File: config.mk
export PLATFORM = sky130hd
export DESIGN_NAME = draw_items
export DESIGN_NICKNAME = d
export VERILOG_FILES = /design/src/rtl/draw_items.sv
export SDC_FILE = /design/constraint.sdc
export NUM_CORES = 1
export LEC_CHECK = 0
export BUFFER_PORTS_ARGS = -buffer_cell sky130_fd_sc_hd__buf_2
export CORE_ASPECT_RATIO = 1.1
export CORE_MARGIN = 2
export CORE_UTILIZATION = 52
export CTS_CLUSTER_DIAMETER = 150
export DETAILED_ROUTE_END_ITERATION = 8
export GPL_ROUTABILITY_DRIVEN = 0
export GPL_TIMING_DRIVEN = 1
export PLACE_DENSITY = 0.85
export SYNTH_ARGS = -nofsm -noshare
export SYNTH_HDL_FRONTEND = slang
export SYNTH_SLANG_ARGS = --single-unit
File: constraint.sdc
create_clock -name pclk -period 9.3 [get_ports pclk]
set_clock_uncertainty 0.15 [all_clocks]
set_input_delay 0.465 -clock pclk [delete_from_list [all_inputs] [get_ports pclk]]
set_output_delay 0.465 -clock pclk [all_outputs]
set_load 0.01 [all_outputs]
File: src/rtl/draw_items.sv
// Overlays up to N_ITEMS grid-cell objects on the pixel stream, with attributes latched at each vsync rising edge.
// Optional blinking is compiled in with `define DRAW_ITEMS_BLINK_EN.
module draw_items #(
  parameter int N_ITEMS      = 4,
  parameter int X_W          = 7,
  parameter int Y_W          = 6,
  parameter int BLINK_FRAMES = 16
) (
  input  logic                   pclk,
  input  logic                   rst,
  input  logic [10:0]            hcount_in,
  input  logic [10:0]            vcount_in,
  input  logic                   hsync_in,
  input  logic                   hblnk_in,
  input  logic                   vsync_in,
  input  logic                   vblnk_in,
  input  logic [11:0]            rgb_in,
  input  logic [N_ITEMS*X_W-1:0] item_x,
  input  logic [N_ITEMS*Y_W-1:0] item_y,
  input  logic [N_ITEMS*12-1:0]  item_color,
  input  logic [N_ITEMS-1:0]     item_en,
  input  logic [N_ITEMS-1:0]     item_blink,
  input  logic [9:0]             grid_size,
  output logic [10:0]            hcount_out,
  output logic [10:0]            vcount_out,
  output logic                   hsync_out,
  output logic                   hblnk_out,
  output logic                   vsync_out,
  output logic                   vblnk_out,
  output logic [11:0]            rgb_out,
  output logic                   origins_valid
);

  localparam int ORIG_W = 17;
  localparam int KW     = (N_ITEMS > 1) ? $clog2(N_ITEMS) : 1;

  typedef enum logic [1:0] {IDLE, CALC, DONE} state_t;

  state_t              state;
  logic [KW-1:0]       k;
  logic                vsync_q;
  logic                vs_rise;
  logic [X_W-1:0]      sx     [N_ITEMS];
  logic [Y_W-1:0]      sy     [N_ITEMS];
  logic [11:0]         scolor [N_ITEMS];
  logic [ORIG_W-1:0]   ox     [N_ITEMS];
  logic [ORIG_W-1:0]   oy     [N_ITEMS];
  logic [N_ITEMS-1:0]  sen;
  logic [N_ITEMS-1:0]  en_eff;
  logic [9:0]          sgrid;
  logic [X_W+9:0]      mul_x;
  logic [Y_W+9:0]      mul_y;

  assign vs_rise = vsync_in & ~vsync_q;

  // One shared multiplier pair, walked across the objects by index k.
  assign mul_x = (X_W+10)'(sx[k]) * (X_W+10)'(sgrid);
  assign mul_y = (Y_W+10)'(sy[k]) * (Y_W+10)'(sgrid);

  always_ff @(posedge pclk or posedge rst) begin
    if (rst) begin
      // NOTE: shadow and origin arrays are reset explicitly so a reset mid-CALC
      // can never expose a half-computed frame.
      vsync_q       <= 1'b0;
      state         <= IDLE;
      k             <= '0;
      origins_valid <= 1'b0;
      sgrid         <= '0;
      sen           <= '0;
      for (int i = 0; i < N_ITEMS; i++) begin
        sx[i]     <= '0;
        sy[i]     <= '0;
        scolor[i] <= '0;
        ox[i]     <= '0;
        oy[i]     <= '0;
      end
    end else begin
      // NOTE: non-blocking assignments keep every register sampling pre-edge values.
      vsync_q <= vsync_in;
      if (vs_rise) begin
        sgrid         <= grid_size;
        sen           <= item_en;
        state         <= CALC;
        k             <= '0;
        origins_valid <= 1'b0;
        for (int i = 0; i < N_ITEMS; i++) begin
          sx[i]     <= item_x[i*X_W +: X_W];
          sy[i]     <= item_y[i*Y_W +: Y_W];
          scolor[i] <= item_color[i*12 +: 12];
        end
      end else begin
        case (state)
          IDLE: ;
          CALC: begin
            ox[k] <= ORIG_W'(mul_x);
            oy[k] <= ORIG_W'(mul_y);
            if (k == KW'(N_ITEMS-1)) state <= DONE;
            else                     k     <= k + KW'(1);
          end
          DONE:    origins_valid <= 1'b1;
          default: state <= IDLE;
        endcase
      end
    end
  end

`ifdef DRAW_ITEMS_BLINK_EN
  localparam int FC_W = (BLINK_FRAMES > 1) ? $clog2(BLINK_FRAMES) : 1;

  logic [FC_W-1:0]    frame_cnt;
  logic               phase;
  logic [N_ITEMS-1:0] sblink;

  always_ff @(posedge pclk or posedge rst) begin
    if (rst) begin
      frame_cnt <= '0;
      phase     <= 1'b0;
      sblink    <= '0;
    end else if (vs_rise) begin
      sblink <= item_blink;
      if (frame_cnt == FC_W'(BLINK_FRAMES-1)) begin
        frame_cnt <= '0;
        phase     <= ~phase;
      end else begin
        frame_cnt <= frame_cnt + FC_W'(1);
      end
    end
  end

  assign en_eff = sen & ~(sblink & {N_ITEMS{phase}});
`else
  logic unused_blink;
  assign unused_blink = ^item_blink;
  assign en_eff       = sen;
`endif

  // Hit test: all coordinates widened to the origin width so nothing wraps.
  logic [N_ITEMS-1:0] hit;
  logic [ORIG_W-1:0]  h_ext, v_ext, g_ext;

  assign h_ext = ORIG_W'(hcount_in);
  assign v_ext = ORIG_W'(vcount_in);
  assign g_ext = ORIG_W'(sgrid);

  always_comb begin
    // NOTE: default assignment first so no path through this block infers a latch.
    hit = '0;
    for (int i = 0; i < N_ITEMS; i++) begin
      hit[i] = en_eff[i] & origins_valid
             & (h_ext >= ox[i]) & (h_ext < ox[i] + g_ext)
             & (v_ext >= oy[i]) & (v_ext < oy[i] + g_ext);
    end
  end

  logic [10:0]        hcount_d, vcount_d;
  logic               hsync_d, hblnk_d, vsync_d, vblnk_d;
  logic [11:0]        rgb_d;
  logic [N_ITEMS-1:0] hit_d;
  logic [11:0]        rgb_sel;

  always_ff @(posedge pclk or posedge rst) begin
    if (rst) begin
      hcount_d <= '0;
      vcount_d <= '0;
      hsync_d  <= 1'b0;
      hblnk_d  <= 1'b0;
      vsync_d  <= 1'b0;
      vblnk_d  <= 1'b0;
      rgb_d    <= '0;
      hit_d    <= '0;
    end else begin
      hcount_d <= hcount_in;
      vcount_d <= vcount_in;
      hsync_d  <= hsync_in;
      hblnk_d  <= hblnk_in;
      vsync_d  <= vsync_in;
      vblnk_d  <= vblnk_in;
      rgb_d    <= rgb_in;
      hit_d    <= hit;
    end
  end

  // Scan from the highest index down so the lowest hitting index wins.
  always_comb begin
    rgb_sel = rgb_d;
    if (!(hblnk_d || vblnk_d)) begin
      for (int i = N_ITEMS-1; i >= 0; i--) begin
        if (hit_d[i]) rgb_sel = scolor[i];
      end
    end
  end

  always_ff @(posedge pclk or posedge rst) begin
    if (rst) begin
      hcount_out <= '0;
      vcount_out <= '0;
      hsync_out  <= 1'b0;
      hblnk_out  <= 1'b0;
      vsync_out  <= 1'b0;
      vblnk_out  <= 1'b0;
      rgb_out    <= '0;
    end else begin
      hcount_out <= hcount_d;
      vcount_out <= vcount_d;
      hsync_out  <= hsync_d;
      hblnk_out  <= hblnk_d;
      vsync_out  <= vsync_d;
      vblnk_out  <= vblnk_d;
      rgb_out    <= rgb_sel;
    end
  end

endmodule

==> impl_results.md <==
* CTS root buffer: clkbuf_16
* Hold Vio Cnt, Final at 0
* Yosys cell types at 71
* I/O pin cnt at 197
* Top-area cell type share of the netlist area at approximately a third
* Post-CTS Resized at 0
* Synth Register Bits at ~330
* Initial DRC Count at 1,252
* Clock Path Buffers at 3
* Area Growth Syn to Fin at 17.57%
* Max-slew violations at 0
* H-tree Lvls at 2
* Gr usage total at 28.92%
* Core area at 45,550 um^2
* Synth area leaders: dfrtp_1 35%, ha_1 16%, mux2_2 11%, fa_1 6.7%, inv_1 2.9%
* Post-synth ARST share at 100.0%
* Syn Area/Cell at approximately 11 um^2
* Outcome: finished clean
* EDFF count, synth at 0
* Worst Setup End Kind: flip-flop
* # clock sinks at 331
* Top_reg_cell synth: dfrtp_1
* Die Area at 47,810 um^2
* Setup violators final at 0
* Yosys warning total at 0
* CTS tree: done
* Pin count of the biggest net entering global routing at 76
* Nets at 3,145
* Fillers at 3,348
* Mapped Area at 23,960 um^2
* Vias/cell at about 6.1
* Final min period at 6.297 ns
* Worst-Skew Late Latency at around 0.58 ns
* Initial antenna violation count at 5
* Router iterations before antenna repair at 5
* HPWL Detailed at 46,500 um
* Critical Path RT at between 9 and 10 ns
* Worst slew pin tran at ~1 ns
* Total gr overflow at 0
* Worst-path cell chain: mux4_2 > and2_1 > fa_1 > inv_1 > fa_1 > inv_1 > fa_1 > fa_1 > ha_1 > o21ai_0 > nor2_1 > o41ai_2 > o21ai_1 > or4_1 > a2111o_1 > o211a_1 > mux2_2
* Die width at 208.7 um
* Hold/Removal Path Class: input pin to flip-flop
* Routed Antenna Nets at 0
* First-pass GRT wire length at 109,700 um
* Via count at 19.58k
* F_max at about 0.16 GHz
* Most used cell, CP: fa_1
* Post-CTS Setup Repair Bufs at 0
* Site Rows at 82
* Fin crit share at 67.71%
* Most frequent cells in the layout: 331 x dfrtp_1, 311 x ha_1, 227 x mux2_2
* CTS buffer count at 37
* Critical-path maximum fanout at 17
* Register area share after synthesis at 34.57%
* Max-cap violations at 0
* Unrepaired setup endpoints after global routing: no
* Relative slew margins at 33.91%
* Initial Utilization at 52.59%
* Setup crit start kind: flip-flop
* CP max-delay cell: dfrtp_1
* Slowest stage delay, CP at 0.88 ns
* Syn Nets at 2,821
* Per-cell routed wire length at 21.51 um
* CTS clock-pin slew for the worst setup and hold paths at 0.07 ns
* Area occupied by multi-input gates at ~15,000 um^2
* Crit path DAT at 6.61 ns
* Leading cell type in the layout, fill and taps excluded: dfrtp_1
* Register Area at 8283 um^2
* Buffers on Ports at 192
* Die Ht at 229.1 um
* Synth area leader: dfrtp_1
* Post-Syn Instances at 2,272
* DRC errors left at 0
* TNS Setup at 0 ns
* Kind of critical path: flip-flop to flip-flop
* Routed WL at 69,110 um
* Vias in the first global route at 20.89k
* Share of layout cells above drive strength 1 at 20.37%
layout make-up:
| cell class | count | share of cell area, % |
|---|---|---|
| Tap cell | 588 | 2.612 |
| Timing Repair Buffer | 343 | 8.591 |
| Multi-Input combinational cell | 1698 | 52.30 |
| Inverter | 185 | 2.479 |
| Clock inverter | 14 | 0.7596 |
| Sequential cell | 331 | 29.41 |
| Clock buffer | 51 | 3.834 |
| Antenna cell | 2 | 0.01777 |
cells in the mapped netlist, types with 10 or more instances:
cell and instances:
fa_1 80, o21ai_0 112, nor2_1 99, nand2_1 146
mux4_2 13, and3_1 11, mux2_2 227, a21o_1 36
o21a_1 28, nand3_1 37, or3_1 10, a21oi_1 123
nand4_1 11, o211ai_1 13, nor4_1 13, ha_1 311
xnor2_1 59, mux2i_1 17, xor2_1 40, a211oi_1 25
nor3_1 30, o21bai_1 12, nand2b_1 30, dfrtp_1 331
clkbuf_1 51, inv_1 185, and2_1 86, nor2b_1 20
worst max-delay path, delay by kind of cell (launching register included):
family	cells	cell delay (ns)
AOI/OAI and AO/OA	5	1.10
and+or+nand+nor	3	0.78
adders and majority gates	5	2.35
DFF	1	0.88
muxes	2	0.81
buffers and inverters	2	0.10
metrics by stage:
stage | hold slack, ns | cell area, um^2 | setup slack [ns] | util [%] | std cells
final | 0.01885 | 28170 | 3.003 | 61.83 | 3212
after detailed placement | 0.1847 | 25570 | 3.024 | 56.13 | 3015
after floorplan | 0.1812 | 23960 | 3.147 | - | 2272
after CTS | 0.0002748 | 28140 | 3.010 | 61.78 | 3208
after global routing | 0.009001 | 28170 | 2.810 | 61.83 | 3212
after global placement | 0.1814 | 25570 | 3.144 | 56.13 | 3015
path summary, 6_finish.rpt:
check | slack [ns] | depth (start not counted) | from | endpoint
worst max-delay path | 3.00 | 17 | k[1] | ox[67]
worst min-delay path | 0.02 | 2 | item_y[0] | sy[18]
worst max register to register | 3.00 | 17 | k[1] | ox[67]
worst min register to register | 0.19 | 0 | hcount_d[1] | hcount_out[1]
max in group asynchronous | 6.17 | 5 | rst | sx[26]
min in group asynchronous | 0.50 | 3 | rst | hsync_out
state kept, by name, indices dropped and copies added (netlist names), 11 cells and up:
signal and flops:
ox 68, oy 64, scolor 48, sx 28
sy 24, rgb_d 12, rgb_out 12, hcount_d 11
hcount_out 11, vcount_d 11, vcount_out 11
timing repair:
action | CTS | global route
hold endpoints to repair | 168 | 2
setup endpoints to repair | 0 | 0
hold buffers | 128 | 2
per-layer routing:
metal  GRT usage, %  wire (um)  vias to the layer above
met5              0          5                        -
met4          18.04       4868                        2
met3          4.909       4661                      336
met2          49.56      33520                      930
met1          33.86      26060                     9619
li1               -          -                     8689
cell families after synthesis:
| kind of cell | Yosys count | share of synthesized area, % |
|---|---|---|
| muxes | 257 | 12.60 |
| xor gates and xnor gates | 99 | 3.619 |
| AOI/OAI and AO/OA | 435 | 11.64 |
| DFF | 331 | 34.57 |
| buffers and inverters | 243 | 3.969 |
| and+or+nand+nor | 516 | 10.67 |
| adders and majority gates | 391 | 22.93 |
Power is left out: the tool's default activity adds up to more than one toggle a clock period on the data nets, which glitch-free logic cannot reach.
